$ cat src/rtl/ysyx_23060111_wbu_pkg.sv
// Shared definitions for the write-back unit: default widths and the
// encoding used to name the two result channels.
package ysyx_23060111_wbu_pkg;

    localparam int ADDR_WIDTH_DEF = 5;
    localparam int DATA_WIDTH_DEF = 32;

    // Result channel select: ALU results are channel 0, loads channel 1.
    typedef enum logic {
        CH_EXU = 1'b0,
        CH_LSU = 1'b1
    } ch_sel_e;

endpackage

$ cat src/rtl/ysyx_23060111_scoreboard.sv
// Register scoreboard: one busy bit per architectural register.
// Bit 0 is hard-wired clear. A set and a clear of the same index in the
// same cycle leaves the bit set (the new producer is still outstanding).
module ysyx_23060111_scoreboard #(
    parameter int ADDR_WIDTH = 5
) (
    input  logic                  clk,
    input  logic                  rst,
    input  logic                  set_en,
    input  logic [ADDR_WIDTH-1:0] set_idx,
    input  logic                  clr_en,
    input  logic [ADDR_WIDTH-1:0] clr_idx,
    input  logic [ADDR_WIDTH-1:0] rs1,
    input  logic [ADDR_WIDTH-1:0] rs2,
    output logic                  rs1_busy,
    output logic                  rs2_busy
);

    localparam int NREG = 1 << ADDR_WIDTH;

    logic [NREG-1:0] busy_reg;

    // x0 never has an outstanding producer.
    assign busy_reg[0] = 1'b0;

    generate
        for (genvar gi = 1; gi < NREG; gi++) begin : g_busy
            // Per-register busy bit: set has priority over clear.
            always_ff @(posedge clk or posedge rst) begin
                if (rst) begin
                    busy_reg[gi] <= 1'b0;
                end else if (set_en && set_idx == ADDR_WIDTH'(gi)) begin
                    busy_reg[gi] <= 1'b1;
                end else if (clr_en && clr_idx == ADDR_WIDTH'(gi)) begin
                    busy_reg[gi] <= 1'b0;
                end
            end
        end
    endgenerate

    assign rs1_busy = busy_reg[rs1];
    assign rs2_busy = busy_reg[rs2];

endmodule

$ cat src/rtl/ysyx_23060111_wbu.sv
// Write-back unit: arbitrates ALU and load results onto a single
// register-file write port, counts retired results and tracks pending
// destinations in a scoreboard.
// Optional feature: define YSYX_23060111_WBU_BYPASS_EN to forward the
// registered write data to the decode source lookups (adds rs1_fwd/rs2_fwd).
module ysyx_23060111_wbu
    import ysyx_23060111_wbu_pkg::*;
#(
    parameter int ADDR_WIDTH = ADDR_WIDTH_DEF,
    parameter int DATA_WIDTH = DATA_WIDTH_DEF
) (
    input  logic                  clk,
    input  logic                  rst,
    input  logic                  exu_valid,
    output logic                  exu_ready,
    input  logic [ADDR_WIDTH-1:0] exu_rd,
    input  logic [DATA_WIDTH-1:0] exu_data,
    input  logic                  lsu_valid,
    output logic                  lsu_ready,
    input  logic [ADDR_WIDTH-1:0] lsu_rd,
    input  logic [DATA_WIDTH-1:0] lsu_data,
    input  logic                  issue_valid,
    input  logic [ADDR_WIDTH-1:0] issue_rd,
    input  logic [ADDR_WIDTH-1:0] rs1,
    input  logic [ADDR_WIDTH-1:0] rs2,
    output logic                  rs1_busy,
    output logic                  rs2_busy,
`ifdef YSYX_23060111_WBU_BYPASS_EN
    output logic [DATA_WIDTH-1:0] rs1_fwd,
    output logic [DATA_WIDTH-1:0] rs2_fwd,
`endif
    output logic                  wen,
    output logic [ADDR_WIDTH-1:0] waddr,
    output logic [DATA_WIDTH-1:0] wdata,
    output logic [31:0]           retire_cnt
);

    ch_sel_e               prio_reg;   // channel that wins the next contention
    logic                  contention;
    logic                  exu_fire;
    logic                  lsu_fire;
    logic                  fire;
    logic [ADDR_WIDTH-1:0] xfer_rd;
    logic [DATA_WIDTH-1:0] xfer_data;
    logic                  wen_reg;
    logic [ADDR_WIDTH-1:0] waddr_reg;
    logic [DATA_WIDTH-1:0] wdata_reg;
    logic [31:0]           cnt_reg;
    logic                  sb_rs1_busy;
    logic                  sb_rs2_busy;

    assign contention = exu_valid & lsu_valid;

    // Each ready looks only at the other channel's valid, so a lone valid
    // channel is always accepted and under contention only the favoured one is.
    assign exu_ready = !rst && (!lsu_valid || prio_reg == CH_EXU);
    assign lsu_ready = !rst && (!exu_valid || prio_reg == CH_LSU);

    assign exu_fire  = exu_valid & exu_ready;
    assign lsu_fire  = lsu_valid & lsu_ready;
    assign fire      = exu_fire | lsu_fire;
    assign xfer_rd   = lsu_fire ? lsu_rd   : exu_rd;
    assign xfer_data = lsu_fire ? lsu_data : exu_data;

    // Round-robin flag: flips only when both channels compete.
    always_ff @(posedge clk or posedge rst) begin
        if (rst) begin
            prio_reg <= CH_LSU;
        end else if (contention) begin
            prio_reg <= (prio_reg == CH_LSU) ? CH_EXU : CH_LSU;
        end
    end

    // Registered write port and retire counter; wen is a one-cycle pulse.
    always_ff @(posedge clk or posedge rst) begin
        if (rst) begin
            wen_reg   <= 1'b0;
            waddr_reg <= '0;
            wdata_reg <= '0;
            cnt_reg   <= '0;
        end else begin
            wen_reg <= fire && (xfer_rd != '0);
            if (fire) begin
                waddr_reg <= xfer_rd;
                wdata_reg <= xfer_data;
                cnt_reg   <= cnt_reg + 32'd1;
            end
        end
    end

    assign wen        = wen_reg;
    assign waddr      = waddr_reg;
    assign wdata      = wdata_reg;
    assign retire_cnt = cnt_reg;

    ysyx_23060111_scoreboard #(
        .ADDR_WIDTH(ADDR_WIDTH)
    ) u_scoreboard (
        .clk     (clk),
        .rst     (rst),
        .set_en  (issue_valid),
        .set_idx (issue_rd),
        .clr_en  (fire),
        .clr_idx (xfer_rd),
        .rs1     (rs1),
        .rs2     (rs2),
        .rs1_busy(sb_rs1_busy),
        .rs2_busy(sb_rs2_busy)
    );

`ifdef YSYX_23060111_WBU_BYPASS_EN
    logic rs1_hit;
    logic rs2_hit;

    // A source matching the value being written this cycle can take it directly.
    assign rs1_hit  = wen_reg && (waddr_reg == rs1);
    assign rs2_hit  = wen_reg && (waddr_reg == rs2);
    assign rs1_busy = sb_rs1_busy && !rs1_hit;
    assign rs2_busy = sb_rs2_busy && !rs2_hit;
    assign rs1_fwd  = rs1_hit ? wdata_reg : '0;
    assign rs2_fwd  = rs2_hit ? wdata_reg : '0;
`else
    assign rs1_busy = sb_rs1_busy;
    assign rs2_busy = sb_rs2_busy;
`endif

endmodule

$ cat config.mk
export PLATFORM = sky130hd
export DESIGN_NAME = ysyx_23060111_wbu
export DESIGN_NICKNAME = d
export VERILOG_FILES = /design/src/rtl/ysyx_23060111_wbu_pkg.sv /design/src/rtl/ysyx_23060111_scoreboard.sv /design/src/rtl/ysyx_23060111_wbu.sv
export SDC_FILE = /design/constraint.sdc
export NUM_CORES = 1
export LEC_CHECK = 0
export ABC_AREA = 1
export BUFFER_PORTS_ARGS = -buffer_cell sky130_fd_sc_hd__buf_2
export CELL_PAD_IN_SITES_DETAIL_PLACEMENT = 0
export CELL_PAD_IN_SITES_GLOBAL_PLACEMENT = 1
export CORE_MARGIN = 5
export CORE_UTILIZATION = 40
export CTS_CLUSTER_SIZE = 10
export DETAILED_ROUTE_END_ITERATION = 7
export PLACE_DENSITY_LB_ADDON = 0.1
export SKIP_LAST_GASP = 1
export SLEW_MARGIN = 20
export SYNTH_ARGS = -nofsm -noshare
export SYNTH_HDL_FRONTEND = slang
export SYNTH_HIERARCHICAL = 1
export SYNTH_SLANG_ARGS = --single-unit
$ cat constraint.sdc
create_clock -name clk -period 4.7 [get_ports clk]
set_input_delay 0.235 -clock clk [delete_from_list [all_inputs] [get_ports clk]]
set_output_delay 0.235 -clock clk [all_outputs]
set_load 0.05 [all_outputs]
# ---- Word level (Yosys, flattened, before mapping)
# Cells that the tools add are included.
dict set report word_totals {
  reg_bits 102
  in_bits 94
  out_inout_bits 74
  elab_cells 277
}
dict set report classes {
  add_sub_neg 1
  n_eq_ne 62
  reduce_logical 102
  mux 69
  bitwise 5
  n_lt_le_gt_ge 2
}
# cell count
set op_table {}
lappend op_table {{$eq 5x5->1 const B} 32}
lappend op_table {{$eq 5x4->1 const B} 16}
lappend op_table {{$logic_and 1x1->1} 65}
lappend op_table {{$mux 1} 65}
lappend op_table {{$reduce_bool 2->1} 31}
lappend op_table {{$eq 5x3->1 const B} 8}
lappend op_table {{$add 32x1->32 const B} 1}
lappend op_table {{$mux 32} 1}
lappend op_table {{$eq 5x2->1 const B} 4}
lappend op_table {{$lt 5x6->1 const B} 2}
lappend op_table {{$bmux 1 s5} 2}
lappend op_table {{$eq 5x1->1 const B} 2}
lappend op_table {{$mux 5} 1}
lappend op_table {{$reduce_bool 5->1} 1}
lappend op_table {{$and 1x1->1} 3}
lappend op_table {{$logic_not 1->1} 3}
lappend op_table {{$logic_or 1x1->1} 2}
lappend op_table {{$not 1->1} 1}
lappend op_table {{$or 1x1->1} 1}

# ---- Longest topological paths before layout
dict set report logic_depth {
  depth_word 9
  depth_mapped 12
  mapped_depth_nobuf 11
}

# ---- Cells and area by module
# Netlist, hierarchy kept.
# mod seq_area_each_um2 instances area_per_inst_um2 cells_per_inst
set by_module_without_submodules {}
lappend by_module_without_submodules {ysyx_23060111_wbu 1778.0 1 3633.5 458}
lappend by_module_without_submodules {ysyx_23060111_scoreboard 775.7 1 2138.3 347}

# ---- Worst setup path before layout
# No wires, ideal clock.
dict set report synth_timing {
  path_kind {input to register}
  startpoint {in rst}
  endpoint {reg u_scoreboard.busy_reg[13]}
  stages 11
  n_path_buf 1
  required_time_ns 4.577
  setup_ns 0.123
  path_slack_ns 2.309
  t_arrival_ns 2.268
  cell_sequence {inv_2 -> nand3_2 -> buf_6 -> nand2_1 -> o21ai_0 -> inv_1 -> inv_1 -> nor2_1 -> nand2_1 -> o21ai_0 -> nand2_1}
}
dict set report synth_via {
  elab_chain_cells 7
  word_cells_on_any_way 10
  classes_between {eq/ne: 1; mux: 1; bitwise: 3; reduce/logical: 5}
}
# element line_no
set synth_lines {}
lappend synth_lines {{from (decl)} ysyx_23060111_wbu.sv:13} ;# input logic rst,
lappend synth_lines {{$logic_not 1->1 (no source line)} --}
lappend synth_lines {{$logic_and 1x1->1} ysyx_23060111_wbu.sv:57} ;# assign lsu_ready = !rst && (!exu_valid || prio_reg == CH_LSU);
lappend synth_lines {{$and 1x1->1} ysyx_23060111_wbu.sv:60} ;# assign lsu_fire = lsu_valid & lsu_ready;
lappend synth_lines {{$mux 5} ysyx_23060111_wbu.sv:62} ;# assign xfer_rd = lsu_fire ? lsu_rd : exu_rd;
lappend synth_lines {{net xfer_rd[0]} ysyx_23060111_wbu.sv:43} ;# logic [ADDR_WIDTH-1:0] xfer_rd;
lappend synth_lines {{$eq 5x4->1} ysyx_23060111_scoreboard.sv:34} ;# end else if (clr_en && clr_idx == ADDR_WIDTH'(gi)) begin
lappend synth_lines {{$logic_and 1x1->1} ysyx_23060111_scoreboard.sv:34}
lappend synth_lines {{$reduce_bool 2->1 (no source line)} --}
lappend synth_lines {{to (signal, indexed assignment)} ysyx_23060111_scoreboard.sv:31} ;# busy_reg[gi] <= 1'b0;
lappend synth_lines {{to (signal, indexed assignment)} ysyx_23060111_scoreboard.sv:33} ;# busy_reg[gi] <= 1'b1;
lappend synth_lines {{to (signal, indexed assignment)} ysyx_23060111_scoreboard.sv:35} ;# busy_reg[gi] <= 1'b0;
lappend synth_lines {{to (decl)} ysyx_23060111_scoreboard.sv:21} ;# logic [NREG-1:0] busy_reg;
# The timed path passes the listed nets, and every way through them passes these cells.
# A chain may end at the register's enable or synchronous reset.

# ---- Worst setup path after layout
dict set report layout_timing {
  startpoint {in rst}
  endpoint {reg u_scoreboard.busy_reg[5]}
}
dict set report layout_via {
  elab_chain_cells 7
  word_cells_on_any_way 10
  classes_between {eq/ne: 1; mux: 1; bitwise: 3; reduce/logical: 5}
}
# element line_no
set layout_lines {}
lappend layout_lines {{$logic_not 1->1 (no source line)} --}
lappend layout_lines {{$logic_and 1x1->1} ysyx_23060111_wbu.sv:57}
lappend layout_lines {{$and 1x1->1} ysyx_23060111_wbu.sv:60}
lappend layout_lines {{$mux 5} ysyx_23060111_wbu.sv:62}
lappend layout_lines {{net xfer_rd[1]} ysyx_23060111_wbu.sv:43}
lappend layout_lines {{$eq 5x3->1} ysyx_23060111_scoreboard.sv:34}
lappend layout_lines {{$logic_and 1x1->1} ysyx_23060111_scoreboard.sv:34}
lappend layout_lines {{$reduce_bool 2->1 (no source line)} --}
# The timed path passes the listed nets, and every way through them passes these cells.

==> metrics.md <==
| Metric | Value |
|---|---|
| Port buffer count | `167` |
| Max incr delay on CP | `0.53 ns` |
| Final period util | `0.529` |
| Layout Skew | `0.0117 ns` |
| Share of the synthesized area in the top cell type | `0.438` |
| GRT met1 Usage | `0.277` |
| CP Max Fanout | `40` |
| I/O pin total | `168` |
| GR Util All Layers | `0.219` |
| Max clock buf depth | `2` |
| Largest net degree at the start of global routing | `42` |
| FF-to-FF setup slack | `2.22 ns` |
| Detailed Place HPWL | `13.6 mm` |
| Setup TNS | `0 ns` |
| CP max stage cell | `clkinv_2` |
| Clock buffer count from CTS | `9` |
| Worst slew pin tran | `0.674 ns` |
| Ranking of synthesized cells by area | `dfrtp_1 (44%), nand2_1 (19%), a21oi_1 (5.6%), nand3_1 (5.5%), nor2_1 (5.5%)` |
| Fillers | `1464` |
| Register bit total from synthesis | `102` |
| Post-DRT Antenna Nets | `0` |
| Vias in the first global route | `5765` |
| Post-CTS Hold Fix Bufs | `0` |
| Worst R2R Path Depth | `10` |
| Sink Count | `102` |
| Maxcap violations | `0` |
| First-pass GRT wire length | `29.1 mm` |
| H-tree depth | `3` |
| Hold WC Path Type | `input port to async pin` |
| FF-to-FF Start | `prio_reg` |
| Number of cells upsized or downsized after cts | `0` |
| Reg clk slew, reported paths | `0.08 ns` |
| Status | `finished, violations left` |
| Critical-path cell list | `buf_2 > clkinv_2 > nand3_2 > buf_4 > nand2_1 > o21ai_0 > inv_1 > nor2_1 > nand2_1 > o21ai_0 > nand2_1` |
| Synth cell count leaders | `nand2_1 (285), dfrtp_1 (101), nor2_1 (84)` |
| GR peak layer | `met2` |
| RSZ-0062 raised after global routing | `false` |
| Area growth, synth to finish | `21.8%` |
| Worst rel slew slack | `0.550` |
| Area leader, netlist | `dfrtp_1` |
| Syn. warnings | `6` |
| WHS | `-0.00124 ns` |
| CORE AREA | `14400 um2` |
| Syn Nets | `900` |
| Sequential area share after synthesis | `0.442` |
| GR Util met3 | `0.0377` |
| Critical path's top delay family | `buffers and inverters` |
| Max Transition Viols Final | `0` |
| Vias | `5760` |
| Top-count cell post-synth | `nand2_1` |
| Die area | `16900 um2` |
| Setup bufs post-CTS | `0` |
| Crit path buf inv count | `4` |
| WP data required | `4.93 ns` |
| Antenna diodes | `0` |
| Unique masters post-synth | `30` |
| Reg2Reg Capture Point | `u_scoreboard/busy_reg[5]` |
| Grt met2 use | `0.371` |
| Crit start category | `input port` |
| Setup violations, final | `0` |
| Syn avg cell area | `7.17 um2` |
| DRC Markers | `0` |
| CP endpoint kind | `flop` |
| Cell mode on critical path | `nand2_1` |
| Pwr Density | `405 nW/um2` |
| Synthesized cell area | `5770 um2` |
| Share of synthesized registers carrying an async set or reset | `1.00` |
| Crit. path cell count | `11` |
| Die Width | `130 um` |
| Vias per Instance | `5.01` |
| Top FF cell, synth | `dfrtp_1` |
| Total Wirelength | `17.9 mm` |
| CTS root buffer | `clkbuf_16` |
| Post-synth EDFFs | `0` |
| Ratio of cells with drive above 1 in the final layout | `0.223` |
| Maximum vdd drop | `364 uV` |
| GRT overflow | `0` |
| Mapped Cells | `805` |
| Finished Layout Cells | `1149` |
| Fin crit period | `2.49 ns` |
| DRT Pass-1 Iters | `4` |
| Die Y | `130 um` |
| Rows | `44` |
| WP data arrival | `2.71 ns` |
| Clock Latency Late Sink | `0.36 ns` |
| Failing checks | `hold timing` |
| Initial antenna violation count | `0` |
| WS Path Type | `input port to flop` |
| Post-layout util | `0.489` |
| Initial core utilization | `0.402` |
| Fin nets | `1055` |
| Avg WL per Cell | `15.6 um` |
| Static leakage | `3.58 nW` |
| TritonCTS clock tree | `built` |
| GPL Wtd Cong | `0.873` |
| Hold Vio Cnt, Final | `1` |
| Initial DRC Count | `346` |
| F_max | `402 MHz` |
| Placed Cells | `1132` |
[cells in the final DEF (no fill, tap or decap), types with 3 or more instances in the layout]
master | Yosys | routed
a21oi_1 | 65 | 65
buf_2 | 11 | 167
buf_4 | 8 | 3
clkbuf_16 | 0 | 9
clkbuf_8 | 0 | 3
clkinv_2 | 0 | 3
dfrtp_1 | 101 | 101
inv_1 | 71 | 71
inv_2 | 5 | 4
inv_6 | 2 | 3
nand2_1 | 285 | 285
nand2_2 | 3 | 3
nand3_1 | 63 | 63
nand4_1 | 13 | 13
nor2_1 | 84 | 83
nor2_2 | 2 | 3
nor2_4 | 5 | 5
nor3_1 | 6 | 6
o21ai_0 | 37 | 37
xnor2_1 | 10 | 10
xor2_1 | 11 | 11
[power breakdown]
part           total [W]  leakage [nW]  internal, W  switching (W)
registers        0.00119          1.22      0.00105       0.000145
clock network   0.000741         0.149     0.000404       0.000337
logic           0.000912          2.22     0.000248       0.000664
[worst max path at each step]
stage / from / slack (ns) / to
finish: rst / 2.21 / u_scoreboard/busy_reg[5]
global route: rst / 1.83 / u_scoreboard/busy_reg[26]
CTS: rst / 2.19 / u_scoreboard/busy_reg[9]
detailed placement: rst / 1.82 / u_scoreboard/busy_reg[5]
global placement: rst / 1.96 / u_scoreboard/busy_reg[16]
floorplan: rst / 2.31 / u_scoreboard/busy_reg[13]
[layout make-up]
class / count / area [um2] / share of cell area
Clock buffer: 12 / 267 / 0.0379
Clock inverter: 4 / 27.5 / 0.00392
Inverter: 78 / 304 / 0.0433
Multi-Input combinational cell: 596 / 2710 / 0.386
Sequential cell: 102 / 2550 / 0.363
Tap cell: 184 / 230 / 0.0328
Timing Repair Buffer: 173 / 933 / 0.133
[metal layers]
metal / vias up / wire (um)
met3: 32 / 878
met1: 2721 / 7400
met5: - / 0
met2: 159 / 9110
li1: 2848 / -
met4: 0 / 507
[metrics by stage]
step	hold slack (ns)	power, W	cell area (um2)	setup WS, ns
6_report	-0.00124	0.00285	7030	2.21
5_1_grt	0.0473	0.00301	7030	1.83
4_1_cts	0.00756	0.00286	7010	2.19
3_5_place_dp	0.391	0.00212	6710	1.82
3_3_place_gp	0.375	0.00209	6660	1.96
2_1_floorplan	0.339	0.00184	5770	2.31
[kinds of logic (layout without fill, tap and decap cells)]
| group | Yosys count | count (layout) | share of synthesized area |
|---|---|---|---|
| compound gates | 106 | 106 | 0.0934 |
| fa+ha+maj | 1 | 1 | 0.00217 |
| buf+inv | 107 | 267 | 0.0893 |
| xor+xnor | 21 | 21 | 0.0319 |
| simple gates | 468 | 468 | 0.341 |
| flops | 102 | 102 | 0.442 |
No activity file was read; power rests on OpenSTA's default activity.
